[config.mk]
export PLATFORM = sky130hd
export DESIGN_NAME = mcycle_unit
export DESIGN_NICKNAME = d
export VERILOG_FILES = /design/src/rtl/mcycle_pkg.sv /design/src/rtl/mcycle_step.sv /design/src/rtl/mcycle_unit.sv
export SDC_FILE = /design/constraint.sdc
export NUM_CORES = 1
export LEC_CHECK = 0
export CORE_ASPECT_RATIO = 0.6
export CORE_UTILIZATION = 55
export CTS_BUF_LIST = sky130_fd_sc_hd__clkbuf_4 sky130_fd_sc_hd__clkbuf_8
export DETAILED_ROUTE_END_ITERATION = 12
export PLACE_DENSITY_LB_ADDON = 0.3
export SYNTH_ARGS = -nofsm -noshare
export SYNTH_HDL_FRONTEND = slang
export SYNTH_SLANG_ARGS = --single-unit
[constraint.sdc]
create_clock -name CLK -period 5.4 [get_ports CLK]
set_input_delay 1.08 -clock CLK [delete_from_list [all_inputs] [get_ports CLK]]
set_output_delay 1.08 -clock CLK [all_outputs]
set_load 0.01 [all_outputs]
[src/rtl/mcycle_pkg.sv]
// Shared encodings and helpers for the iterative multiply/divide unit.
// The op field packs "is divide" in bit 1 and "is unsigned" in bit 0.
package mcycle_pkg;

    typedef enum logic [1:0] {
        OP_SMUL = 2'b00,
        OP_UMUL = 2'b01,
        OP_SDIV = 2'b10,
        OP_UDIV = 2'b11
    } mcycle_op_e;

    typedef enum logic {
        IDLE    = 1'b0,
        COMPUTE = 1'b1
    } state_e;

    localparam int OP_DIV_BIT = 1;
    localparam int OP_UNS_BIT = 0;

    function automatic logic op_is_div(input logic [1:0] op);
        return op[OP_DIV_BIT];
    endfunction

    function automatic logic op_is_unsigned(input logic [1:0] op);
        return op[OP_UNS_BIT];
    endfunction

endpackage

[src/rtl/mcycle_step.sv]
// One combinational iteration: shift-add for multiply, restoring trial
// subtract for divide, both working on the {hi, lo} register pair.
module mcycle_step
    import mcycle_pkg::*;
#(
    parameter int WIDTH = 32
) (
    input  logic             div_op,
    input  logic [WIDTH-1:0] hi,
    input  logic [WIDTH-1:0] lo,
    input  logic [WIDTH-1:0] operand,
    output logic [WIDTH-1:0] hi_next,
    output logic [WIDTH-1:0] lo_next
);

    logic [WIDTH-1:0] addend;
    logic [WIDTH:0]   sum;
    logic [WIDTH:0]   shifted;
    logic [WIDTH-1:0] diff;
    logic             fits;

    always_comb begin
        addend  = lo[0] ? operand : '0;
        sum     = {1'b0, hi} + {1'b0, addend};
        shifted = {hi, lo[WIDTH-1]};
        fits    = shifted >= {1'b0, operand};
        // The partial remainder stays below the divisor, so the difference fits in WIDTH bits.
        diff    = shifted[WIDTH-1:0] - operand;
        if (div_op) begin
            hi_next = fits ? diff : shifted[WIDTH-1:0];
            lo_next = {lo[WIDTH-2:0], fits};
        end else begin
            hi_next = sum[WIDTH:1];
            lo_next = {sum[0], lo[WIDTH-1:1]};
        end
    end

endmodule

[src/rtl/mcycle_unit.sv]
// Iterative multiply/divide unit: one bit per cycle on operand magnitudes,
// sign fix-up and result registration on the final iteration.
module mcycle_unit
    import mcycle_pkg::*;
#(
    parameter int WIDTH = 32
) (
    input  logic             CLK,
    input  logic             RESET,
    input  logic             Start,
    input  logic [1:0]       MCycleOp,
    input  logic [WIDTH-1:0] Operand1,
    input  logic [WIDTH-1:0] Operand2,
    output logic [WIDTH-1:0] Result1,
    output logic [WIDTH-1:0] Result2,
    output logic             Busy
);

    localparam int CW = $clog2(WIDTH);

    state_e           state, state_next;
    logic [CW-1:0]    count;
    logic             last;
    logic             accept;

    logic             div_op, neg_a, neg_b;
    logic             neg_a_in, neg_b_in;
    logic [WIDTH-1:0] hi, lo, operand_b, op1_raw;
    logic [WIDTH-1:0] hi_step, lo_step;

    logic [2*WIDTH-1:0] prod;
    logic [WIDTH-1:0]   res1_next, res2_next;

    function automatic logic [WIDTH-1:0] cond_negate(input logic [WIDTH-1:0] x, input logic neg);
        return neg ? -x : x;
    endfunction

    function automatic logic [2*WIDTH-1:0] cond_negate_wide(input logic [2*WIDTH-1:0] x,
                                                            input logic neg);
        return neg ? -x : x;
    endfunction

    assign accept   = (state == IDLE) && Start;
    assign last     = (state == COMPUTE) && (count == CW'(WIDTH - 1));
    assign Busy     = accept || (state == COMPUTE);
    assign neg_a_in = !op_is_unsigned(MCycleOp) && Operand1[WIDTH-1];
    assign neg_b_in = !op_is_unsigned(MCycleOp) && Operand2[WIDTH-1];

    always_comb begin
        state_next = state;
        case (state)
            IDLE:    if (Start) state_next = COMPUTE;
            COMPUTE: if (last)  state_next = IDLE;
            default: state_next = IDLE;
        endcase
    end

    mcycle_step #(.WIDTH(WIDTH)) u_step (
        .div_op  (div_op),
        .hi      (hi),
        .lo      (lo),
        .operand (operand_b),
        .hi_next (hi_step),
        .lo_next (lo_step)
    );

    // Sign fix-up applied to the final iteration's output; divide by zero bypasses it.
    always_comb begin
        prod      = cond_negate_wide({hi_step, lo_step}, neg_a ^ neg_b);
        res1_next = prod[WIDTH-1:0];
        res2_next = prod[2*WIDTH-1:WIDTH];
        if (div_op) begin
            if (operand_b == '0) begin
                res1_next = '1;
                res2_next = op1_raw;
            end else begin
                res1_next = cond_negate(lo_step, neg_a ^ neg_b);
                res2_next = cond_negate(hi_step, neg_a);
            end
        end
    end

    always_ff @(posedge CLK) begin
        if (RESET) begin
            state   <= IDLE;
            count   <= '0;
            Result1 <= '0;
            Result2 <= '0;
        end else begin
            state <= state_next;
            if (state == IDLE || last) begin
                count <= '0;
            end else begin
                count <= count + 1'b1;
            end
            if (last) begin
                Result1 <= res1_next;
                Result2 <= res2_next;
            end
        end
    end

    // Operand capture and iteration registers carry data only.
    always_ff @(posedge CLK) begin
        if (accept) begin
            div_op    <= op_is_div(MCycleOp);
            neg_a     <= neg_a_in;
            neg_b     <= neg_b_in;
            op1_raw   <= Operand1;
            operand_b <= cond_negate(Operand2, neg_b_in);
            hi        <= '0;
            lo        <= cond_negate(Operand1, neg_a_in);
        end else if (state == COMPUTE) begin
            hi <= hi_step;
            lo <= lo_step;
        end
    end

endmodule

==> results_dict.tcl <==
set metrics [dict create \
    grt_usage_pct 40.52 \
    post_cts_buffers 0 \
    layout.nets 2358 \
    area_growth_pct 19.39 \
    clkSlewWorstSetupHoldPaths_ns 0.07 \
    cp_slowest_cell "a221oi_1" \
    port_buffers 133 \
    path_buf_inv 3 \
    timing.setup.tns_ns 0 \
    start_util_pct 56.92 \
    required_ns 5.88 \
    wirelength_um 63180 \
    maxCapViolations 0 \
    root_buffer "clkbuf_8" \
    max_freq_ghz 0.1859 \
    grt_max_degree 75 \
    core_area_mm2 0.02919 \
    rsz0062_at_grt "false" \
    yosysWarnings 0 \
    maxSlewViolCount 0 \
    finalCritPeriodShare_pct 99.63 \
    wl_met2_um 24480 \
    hpwl_um 49410 \
    worst_pin_slew_ns 1.089 \
    antenna_left 0 \
    cp-start-kind "flop" \
    antenna_cells 0 \
    ios 134 \
    hold_slack_ns 0.4527 \
    synthDistinctLibCells 112 \
    vias 17500 \
    ys_ff_latch 201 \
    hold_viol 0 \
    routabilityCongestion 1.042 \
    leakagePower_nw 7.559 \
    clock_latency_ns 0.58 \
    p_total_mw 6.977 \
    stdcell_count 2643 \
    overflow 0 \
    worst_hold_path_type "flop to flop" \
    die_h_um 136.6 \
    grt_pass1_vias 15970 \
    cp-end-kind "flop" \
    fin_skew_ns 0.02844 \
    dieArea_mm2 0.03093 \
    avgSynthCellArea_um2 8.241 \
    finalSetupViolCount 0 \
    wl_met3_um 9893 \
    cts_sinks 201 \
    crit_top_cell "buf_4" \
    first_pass_iters 6 \
    top_layer "met4" \
    first_iter_violations 2458 \
    via_per_inst 6.622 \
    worstPathMaxFanout 27 \
    cts_hold_buf 0 \
    synth_fp_nets 2157 \
    status "finished, final reports clean" \
    htree_levels 2 \
    fin_area_mm2 0.01984 \
    ys_seq_area_share_pct 30.18 \
    clk_path_buf_depth 3 \
    rows 48 \
    met1_length_um 27720 \
    synth-main-ff-cell "dfxtp_1" \
    grt_pass1_wl_um 94630 \
    async_flop_share_pct 0 \
    vdd_drop_max_uv 302.6 \
    synth_edf_count 99 \
    worstSetupPathType "flop to flop" \
    dieWidth_um 226.4 \
    arrival_ns 5.86 \
    slew_headroom_pct 27.30 \
    powerDensity_mw_per_mm2 351.7 \
    avgRoutedWirePerCell_um 23.91 \
    postSynthCellCount 2016 \
    antenna_found_initial 0 \
    crit_path_max_incr_delay_ns 0.72 \
    numPlacedInstances 2581 \
    tritoncts "yes" \
    drive_gt1_share_pct 12.93 \
    placed_area_mm2 0.01906 \
    crit_family "compound AO/OA/AOI/OAI gates" \
    synthesis.area_mm2 0.01661 \
    path_cells "buf_4 -> and2_1 -> ha_1 -> nand2_1 -> nor3_1 -> o21ai_0 -> a221oi_1 -> a211oi_1 -> a211o_2 -> nor4b_1 -> buf_4 -> buf_4 -> a41oi_1 -> xnor2_1 -> a211o_1 -> a31oi_1" \
    cts-buffers-inserted 34 \
    final.min_clock_period_ns 5.380 \
    drc 0 \
]
-- per-stage QoR --
step	util (%)	setup slack, ns
floorplan	-	0.6153
global placement	65.29	0.2805
detailed placement	65.29	0.3313
CTS	67.89	0.2648
global route	67.96	0.03047
finish	67.96	0.02021
-- synth_stat cells, drive strengths merged, types with 13 or more instances --
| library cell | number | area [um2] |
|---|---|---|
| mux2i | 39 | 394.1 |
| xor2 | 70 | 613.1 |
| o21ai | 128 | 640.6 |
| nor4 | 38 | 269.0 |
| dfxtp | 102 | 2042 |
| nor3 | 65 | 340.3 |
| and2 | 45 | 281.5 |
| clkbuf | 68 | 256.5 |
| nand3 | 41 | 210.2 |
| edfxtp | 99 | 2973 |
| nor2 | 218 | 820.8 |
| and3 | 18 | 122.6 |
| a21o | 23 | 180.2 |
| a21oi | 153 | 765.7 |
| nand4 | 29 | 181.4 |
| or3 | 29 | 186.4 |
| a211oi | 50 | 392.9 |
| o31ai | 25 | 192.7 |
| xnor2 | 94 | 842.1 |
| a31oi | 22 | 137.6 |
| a311oi | 18 | 181.4 |
| mux2 | 14 | 157.6 |
| inv | 74 | 277.8 |
| o21a | 16 | 120.1 |
| ha | 70 | 875.8 |
| nand2 | 163 | 614.3 |
| o211ai | 31 | 232.7 |
| nor2b | 13 | 81.33 |
| buf | 47 | 274.0 |
-- state kept, by name, summed over array words and instances, names as in the netlist, 5 cells and up --
| signal | cells |
|---|---|
| Result1 | 32 |
| op1_raw | 32 |
| lo | 32 |
| hi | 32 |
| operand_b | 32 |
| Result2 | 32 |
| count | 5 |
-- kinds of logic after synthesis --
| group | Yosys count | share of synthesized area [%] |
|---|---|---|
| DFF | 201 | 30.18 |
| adders and majority gates | 72 | 5.512 |
| buffers and inverters | 189 | 4.865 |
| xor gates and xnor gates | 164 | 8.758 |
| AOI/OAI and AO/OA | 614 | 25.52 |
| muxes | 53 | 3.321 |
| and+or+nand+nor | 723 | 21.84 |
-- placed cells by master, fill, tap and decap left out, types with 9 or more instances in the layout --
master | synthesis | final
nor2_1 | 217 | 216
nand2_1 | 162 | 162
a21oi_1 | 153 | 153
buf_4 | 6 | 146
clkdlybuf4s50_1 | 0 | 132
o21ai_0 | 121 | 121
dfxtp_1 | 102 | 102
edfxtp_1 | 99 | 99
xnor2_1 | 93 | 92
inv_1 | 73 | 72
ha_1 | 70 | 70
xor2_1 | 70 | 69
nor3_1 | 62 | 62
a211oi_1 | 48 | 48
and2_1 | 44 | 44
clkbuf_8 | 0 | 41
nand3_1 | 40 | 39
mux2i_1 | 38 | 38
nor4_1 | 33 | 32
o211ai_1 | 31 | 31
nand4_1 | 29 | 29
or3_1 | 28 | 28
o31ai_1 | 24 | 24
a31oi_1 | 22 | 22
a21o_1 | 22 | 22
and3_1 | 16 | 16
o21a_1 | 16 | 16
a311oi_1 | 16 | 16
nor2b_1 | 13 | 13
mux2_2 | 13 | 13
a22o_1 | 12 | 12
nand2b_1 | 11 | 11
or2_2 | 10 | 10
o22ai_1 | 9 | 9
o221ai_1 | 9 | 9
o2111ai_1 | 9 | 9
-- worst register-to-register path, cell delays in order, from the launching register on --
cell      delay [ns]
edfxtp_1        0.53
buf_4           0.29
and2_1          0.21
ha_1            0.53
nand2_1         0.19
nor3_1          0.67
o21ai_0         0.41
a221oi_1        0.72
a211oi_1        0.11
a211o_2         0.44
nor4b_1         0.18
buf_4           0.18
buf_4           0.13
a41oi_1         0.18
xnor2_1         0.10
a211o_1         0.29
a31oi_1         0.13
-- what timing repair did --
item / in CTS / in global routing
setup endpoints to repair: 0 / 5
endpoints found under the hold margin: 0 / 0
resized for setup: 0 / 4
-- final cells by class --
class	instances	area, um2
inverter	74	279.0
multi-input combinational	1626	10840
clock buffer	46	601.8
sequential	201	5015
timing repair buffer	280	2442
fill	2457	9351
clock inverter	16	156.4
tap	400	500.5
-- final timing paths --
path / startpoint / end / slack [ns] / cells after the start
setup reg to reg: lo[0]$_DFFE_PP_ / Result2[26]$_SDFFE_PP0P_ / 0.02 / 16
setup / recovery: lo[0]$_DFFE_PP_ / Result2[26]$_SDFFE_PP0P_ / 0.02 / 16
hold / removal: Result2[30]$_SDFFE_PP0P_ / Result2[30]$_SDFFE_PP0P_ / 0.45 / 2
hold reg to reg: Result2[30]$_SDFFE_PP0P_ / Result2[30]$_SDFFE_PP0P_ / 0.45 / 2
-- power breakdown --
group          switching (mW)  total (mW)  internal, mW  leakage (nW)
logic                    2.14        3.48          1.34          5.38
registers               0.148        1.90          1.75          1.78
clock network           0.717        1.59         0.876         0.401
total                    3.01        6.98          3.97          7.56
-- layer usage --
| layer | global-route usage [%] | vias to the layer above |
|---|---|---|
| li1 | - | 7937 |
| met1 | 60.16 | 8275 |
| met2 | 55.18 | 1195 |
| met3 | 14.28 | 94 |
| met4 | 8.784 | 0 |
| met5 | 0 | - |
No activity file was read; power rests on OpenSTA's default activity.
